[src/rtl/pipe_hazard_ctrl_pkg.sv]
// Shared definitions for the pipeline hazard sequencer: FSM state encoding
// and register-field constants.
package pipe_hazard_ctrl_pkg;

    localparam int REG_W = 5;
    localparam logic [REG_W-1:0] REG_ZERO = 5'd0;

    typedef enum logic [1:0] {
        BOOT     = 2'd0,
        RUN      = 2'd1,
        MEM_WAIT = 2'd2,
        ERROR    = 2'd3
    } hz_state_e;

endpackage : pipe_hazard_ctrl_pkg

[src/rtl/pipe_hazard_ctrl_hazard_detect.sv]
// Combinational load-use compare between the load in EX and the source
// fields of the instruction in ID.
module hazard_detect
    import pipe_hazard_ctrl_pkg::*;
(
    input  logic             idex_memread_i,
    input  logic [REG_W-1:0] idex_rt_i,
    input  logic [REG_W-1:0] ifid_rs_i,
    input  logic [REG_W-1:0] ifid_rt_i,
    output logic             hz_o
);

    // r0 is hardwired to zero, so a load targeting it never creates a dependency
    assign hz_o = idex_memread_i && (idex_rt_i != REG_ZERO) &&
                  ((idex_rt_i == ifid_rs_i) || (idex_rt_i == ifid_rt_i));

endmodule : hazard_detect

[src/rtl/pipe_hazard_ctrl.sv]
// Central stall/flush sequencer for the 5-stage pipeline: load-use stalls,
// branch flushes, data-memory waits with timeout, and a stall-cycle counter.
module pipe_hazard_ctrl
    import pipe_hazard_ctrl_pkg::*;
#(
    parameter int MEM_TIMEOUT = 16,
    parameter int CNT_W       = 16
) (
    input  logic             clk_i,
    input  logic             start_i,
    input  logic             idex_memread_i,
    input  logic [REG_W-1:0] idex_rt_i,
    input  logic [REG_W-1:0] ifid_rs_i,
    input  logic [REG_W-1:0] ifid_rt_i,
    input  logic             branch_taken_i,
    input  logic             dmem_req_i,
    input  logic             dmem_ack_i,
    output logic             pc_write_o,
    output logic             ifid_stall_o,
    output logic             ifid_flush_o,
    output logic             idex_bubble_o,
    output logic             pipe_freeze_o,
    output logic             mem_err_o,
    output logic [CNT_W-1:0] stall_cnt_o
);

    localparam int WC_W = $clog2(MEM_TIMEOUT + 1);
    localparam logic [WC_W-1:0] WC_LAST = WC_W'(MEM_TIMEOUT - 1);

    hz_state_e        state_q, state_d;
    logic [WC_W-1:0]  wait_cnt_q, wait_cnt_d;
    logic             mem_err_q, mem_err_d;
    logic [CNT_W-1:0] stall_cnt_q, stall_cnt_d;
    logic             hz;

    logic run_pc_write, run_stall, run_flush, run_bubble;

    function automatic logic [CNT_W-1:0] sat_inc(input logic [CNT_W-1:0] v);
        return (&v) ? v : v + 1'b1;
    endfunction

    hazard_detect u_hazard_detect (
        .idex_memread_i (idex_memread_i),
        .idex_rt_i      (idex_rt_i),
        .ifid_rs_i      (ifid_rs_i),
        .ifid_rt_i      (ifid_rt_i),
        .hz_o           (hz)
    );

    // RUN-state rules 2-4, shared by RUN and the MEM_WAIT ack cycle;
    // a hazard masks the branch because the ID operands are stale
    always_comb begin
        run_pc_write = 1'b1;
        run_stall    = 1'b0;
        run_flush    = 1'b0;
        run_bubble   = 1'b0;
        if (hz) begin
            run_pc_write = 1'b0;
            run_stall    = 1'b1;
            run_bubble   = 1'b1;
        end else if (branch_taken_i) begin
            run_flush    = 1'b1;
        end
    end

    always_comb begin
        state_d       = state_q;
        wait_cnt_d    = wait_cnt_q;
        mem_err_d     = mem_err_q;
        pc_write_o    = 1'b0;
        ifid_stall_o  = 1'b0;
        ifid_flush_o  = 1'b0;
        idex_bubble_o = 1'b0;
        pipe_freeze_o = 1'b0;
        unique case (state_q)
            BOOT: begin
                ifid_flush_o  = 1'b1;
                idex_bubble_o = 1'b1;
                state_d       = RUN;
            end
            RUN: begin
                if (dmem_req_i && !dmem_ack_i) begin
                    ifid_stall_o  = 1'b1;
                    pipe_freeze_o = 1'b1;
                    state_d       = MEM_WAIT;
                    wait_cnt_d    = WC_W'(1);
                end else begin
                    pc_write_o    = run_pc_write;
                    ifid_stall_o  = run_stall;
                    ifid_flush_o  = run_flush;
                    idex_bubble_o = run_bubble;
                end
            end
            MEM_WAIT: begin
                if (!dmem_ack_i) begin
                    ifid_stall_o  = 1'b1;
                    pipe_freeze_o = 1'b1;
                    wait_cnt_d    = wait_cnt_q + 1'b1;
                    if (wait_cnt_q == WC_LAST) begin
                        state_d   = ERROR;
                        mem_err_d = 1'b1;
                    end
                end else begin
                    pc_write_o    = run_pc_write;
                    ifid_stall_o  = run_stall;
                    ifid_flush_o  = run_flush;
                    idex_bubble_o = run_bubble;
                    state_d       = RUN;
                    wait_cnt_d    = '0;
                end
            end
            ERROR: begin
                ifid_flush_o  = 1'b1;
                idex_bubble_o = 1'b1;
                pipe_freeze_o = 1'b1;
            end
            default: state_d = BOOT;
        endcase
    end

    always_comb begin
        stall_cnt_d = stall_cnt_q;
        if ((state_q == RUN || state_q == MEM_WAIT) && !pc_write_o)
            stall_cnt_d = sat_inc(stall_cnt_q);
    end

    always_ff @(posedge clk_i or negedge start_i) begin
        if (!start_i) begin
            state_q     <= BOOT;
            wait_cnt_q  <= '0;
            mem_err_q   <= 1'b0;
            stall_cnt_q <= '0;
        end else begin
            state_q     <= state_d;
            wait_cnt_q  <= wait_cnt_d;
            mem_err_q   <= mem_err_d;
            stall_cnt_q <= stall_cnt_d;
        end
    end

    assign mem_err_o   = mem_err_q;
    assign stall_cnt_o = stall_cnt_q;

endmodule : pipe_hazard_ctrl

[config.mk]
export PLATFORM = sky130hd
export DESIGN_NAME = pipe_hazard_ctrl
export DESIGN_NICKNAME = d
export VERILOG_FILES = /design/src/rtl/pipe_hazard_ctrl_pkg.sv /design/src/rtl/pipe_hazard_ctrl_hazard_detect.sv /design/src/rtl/pipe_hazard_ctrl.sv
export SDC_FILE = /design/constraint.sdc
export NUM_CORES = 1
export LEC_CHECK = 0
export BUFFER_PORTS_ARGS = -buffer_cell sky130_fd_sc_hd__buf_2
export CORE_MARGIN = 5
export CORE_UTILIZATION = 40
export DETAILED_ROUTE_END_ITERATION = 8
export GPL_TIMING_DRIVEN = 1
export MAX_ROUTING_LAYER = met4
export PLACE_DENSITY = 0.66
export SYNTH_ARGS = -nofsm -noshare
export SYNTH_HDL_FRONTEND = slang
export SYNTH_SLANG_ARGS = --single-unit
[constraint.sdc]
create_clock -name clk_i -period 2 [get_ports clk_i]
set_clock_uncertainty 0.05 [all_clocks]
set_input_delay 0.3 -clock clk_i [delete_from_list [all_inputs] [get_ports clk_i]]
set_output_delay 0.3 -clock clk_i [all_outputs]
set_load 0.02 [all_outputs]
==> flow_metrics.py <==
metrics = {
    "floorplan": {
        "rows": 22,
        "die-area_um2": 5170,
        "core_area_um2": 3690,
        "die_w_um": 71.9,
        "die-height_um": 71.9,
        "initial_core_util_pct": 41.6,
        "boundaryPins": 43,
    },
    "place": {
        "port_buffers": 42,
        "place_area_um2": 1940,
        "hpwl_um": 2830,
        "gp_congestion": 0.803,
    },
    "routing": {
        "ant_nets": 0,
        "drtPass1Iterations": 4,
        "post_drt_wl_per_cell_um": 15.3,
        "drt-total-wl_um": 4150,
        "via_per_inst": 5.20,
        "drc": 0,
        "dr.first_iter.drc_count": 43,
        "via_count": 1409,
    },
    "synthesis": {
        "netlist-cell-type-count": 40,
        "yosysWarnings": 0,
        "ys_ff_latch": 24,
        "avgSynthCellArea_um2": 10.2,
        "ys_seq_area_share_pct": 39.2,
        "yosys-top-cells-area": "dfrtp_1 (39%), xnor2_1 (8.0%), ha_1 (7.3%)",
        "syn_area_um2": 1530,
        "synth_top_area_cell": "dfrtp_1",
        "syn_inst": 151,
        "syn-num-nets": 181,
        "synth_top_area_share_pct": 39.2,
    },
    "layout": {
        "final_nets": 254,
        "drive_gt1_share_pct": 50.7,
        "antennaDiodeCount": 0,
        "stdcell_area_um2": 2320,
        "final_common_cell": "buf_2",
        "area_growth_pct": 51.5,
        "layout_common_cells": "buf_2 (37), buf_4 (25), dfrtp_1 (23), xnor2_1 (12)",
    },
    "global_route": {
        "grt_max_degree": 25,
        "grt_pass1_wl_um": 6330,
        "grt_pass1_vias": 1443,
        "overflow": 0,
        "antenna_found_initial": 0,
        "grt_usage_pct": 15.6,
    },
    "timing": {
        "maxSlewViolCount": 0,
        "worstMarginPinSlew_ns": 0.548,
        "min_period_over_period_pct": 103,
        "rsz0062_at_grt": "yes",
        "max_slew_margin_pct": 63.5,
        "clock.fmax_mhz": 485,
        "min_period_ns": 2.06,
        "setup_viol": 9,
        "setup_ws_ns": -0.0606,
        "hold_viol": 0,
    },
    "flow_run": {
        "maxCapViolCount": 0,
    },
    "min_path": {
        "min_path_type": "reg -> reg",
    },
    "pwr": {
        "power_density_nw_per_um2": 1320,
        "vdd_drop_max_mv": 0.977,
        "leakagePower_nw": 1.08,
        "p_total_mw": 3.07,
    },
    "run_status": {
        "status": "finished, violations left",
        "violations": "setup timing",
    },
    "cts": {
        "cts_buffers": 3,
        "htreeDepth": 1,
        "cts.sinks": 24,
        "cts_buffer_depth": 2,
        "cts_tree": "built",
        "path_clk_slew_ns": 0.09,
        "clk_latency_ns": 0.27,
        "root_buffer": "clkbuf_8",
    },
    "setup_path": {
        "cp.required_ns": 1.65,
        "crit_path_end_kind": "primary output",
        "crit_arrival_ns": 1.71,
        "startpoint_type": "flop",
        "path_class": "reg -> out",
        "crit_fanout": 5,
    },
}
## what timing repair did
item                       4_1_cts  5_1_grt
hold buffers                     1        0
hold endpoints to repair        24        0
setup endpoints to repair        4       21
pin swaps                       13       24
gates resized for setup         23       23
gates cloned                     1        0
setup buffers                   10        2
## layer usage
| layer | track usage, % | routed length [um] | up-vias |
|---|---|---|---|
| li1 | - | - | 678 |
| met1 | 19.0 | 1740 | 696 |
| met2 | 26.9 | 2220 | 33 |
| met3 | 1.52 | 149 | 2 |
| met4 | 5.43 | 37 | 0 |
| met5 | - | 0 | - |
## sequential cells by signal (all words and copies together), names as in the netlist
register	flops
mem_err_o	1
stall_cnt_o	16
state_q	2
wait_cnt_q	5
## cells by family (layout without fill, tap and decap cells)
group / after synthesis / count (layout) / share of synthesized area, %
AOI/OAI and AO/OA: 24 / 24 / 11.9
xor gates and xnor gates: 25 / 25 / 14.3
adders and majority gates: 9 / 9 / 7.34
buffers and inverters: 8 / 80 / 2.45
DFF: 24 / 24 / 39.2
muxes: 2 / 2 / 1.39
and+or+nand+nor: 59 / 59 / 23.5
## final timing paths
kind                            start        endpoint  slack [ns]  depth (start not counted)
setup / recovery           state_q[1]      pc_write_o       -0.06                          7
hold / removal              mem_err_o       mem_err_o        0.41                          1
setup reg to reg           state_q[1]  stall_cnt_o[8]       -0.04                         10
hold reg to reg             mem_err_o       mem_err_o        0.41                          1
max in group asynchronous     start_i      state_q[0]        1.02                          2
min in group asynchronous     start_i      state_q[1]        0.49                          2
## layout make-up
class                   instances  area [um2]
multi-input cells             119        1070
inverters                       5        18.8
well taps                      48        60.1
clock buffers                   3        41.3
repair buffers                 71         498
flip-flops and latches         24         602
clock inverters                 1        30.0
fillers                       290        1360
## synthesized netlist by cell type
master	instances
a32o_1	1
nand3_2	6
dfrtp_1	24
xor2_1	11
o32ai_1	1
inv_1	5
a211oi_1	1
clkbuf_1	2
o22ai_1	1
nor2b_1	3
nand2_1	12
a21o_1	1
nand4_4	1
nor2_1	11
and3_1	8
buf_6	1
and4_1	1
o21ai_1	3
o31ai_4	2
nand2b_1	1
ha_1	9
mux2_1	1
nand4_1	4
nor3_2	1
xnor2_1	14
or2_1	2
a22o_1	1
o211ai_1	1
nor3_1	3
or4_1	1
mux2i_1	1
a31oi_1	1
nand3_1	3
a21oi_1	5
and4_4	1
o21bai_1	1
o21ai_0	3
nand4_2	1
a22oi_1	1
o31ai_1	1
## power breakdown
part	total, mW	leakage, nW	internal [mW]	switching [mW]
Clock	0.431	0.0357	0.267	0.163
Combinational	1.94	0.732	0.977	0.960
Sequential	0.704	0.311	0.591	0.113
## worst max-delay path, cell delays in order, from the launching register on
cell     delay, ns
dfrtp_1       0.44
inv_2         0.08
ha_4          0.17
or2_4         0.24
a21oi_4       0.18
inv_2         0.06
and3_4        0.15
buf_6         0.12
## per-stage QoR
step | std cells | setup WS (ns) | utilization (%) | TNS (ns) | hold WS, ns
final | 271 | -0.0606 | 63.0 | -0.279 | 0.414
after detailed placement | 255 | -0.102 | 52.5 | -0.149 | 0.264
after global routing | 271 | -0.113 | 63.0 | -1.30 | 0.452
after global placement | 255 | -0.0624 | 52.5 | -0.0624 | 0.269
after floorplan | 151 | -0.00173 | - | -0.00173 | -0.0456
after CTS | 270 | -0.0419 | 59.7 | -0.0665 | 0.415
(Power assumes the default switching activity.)
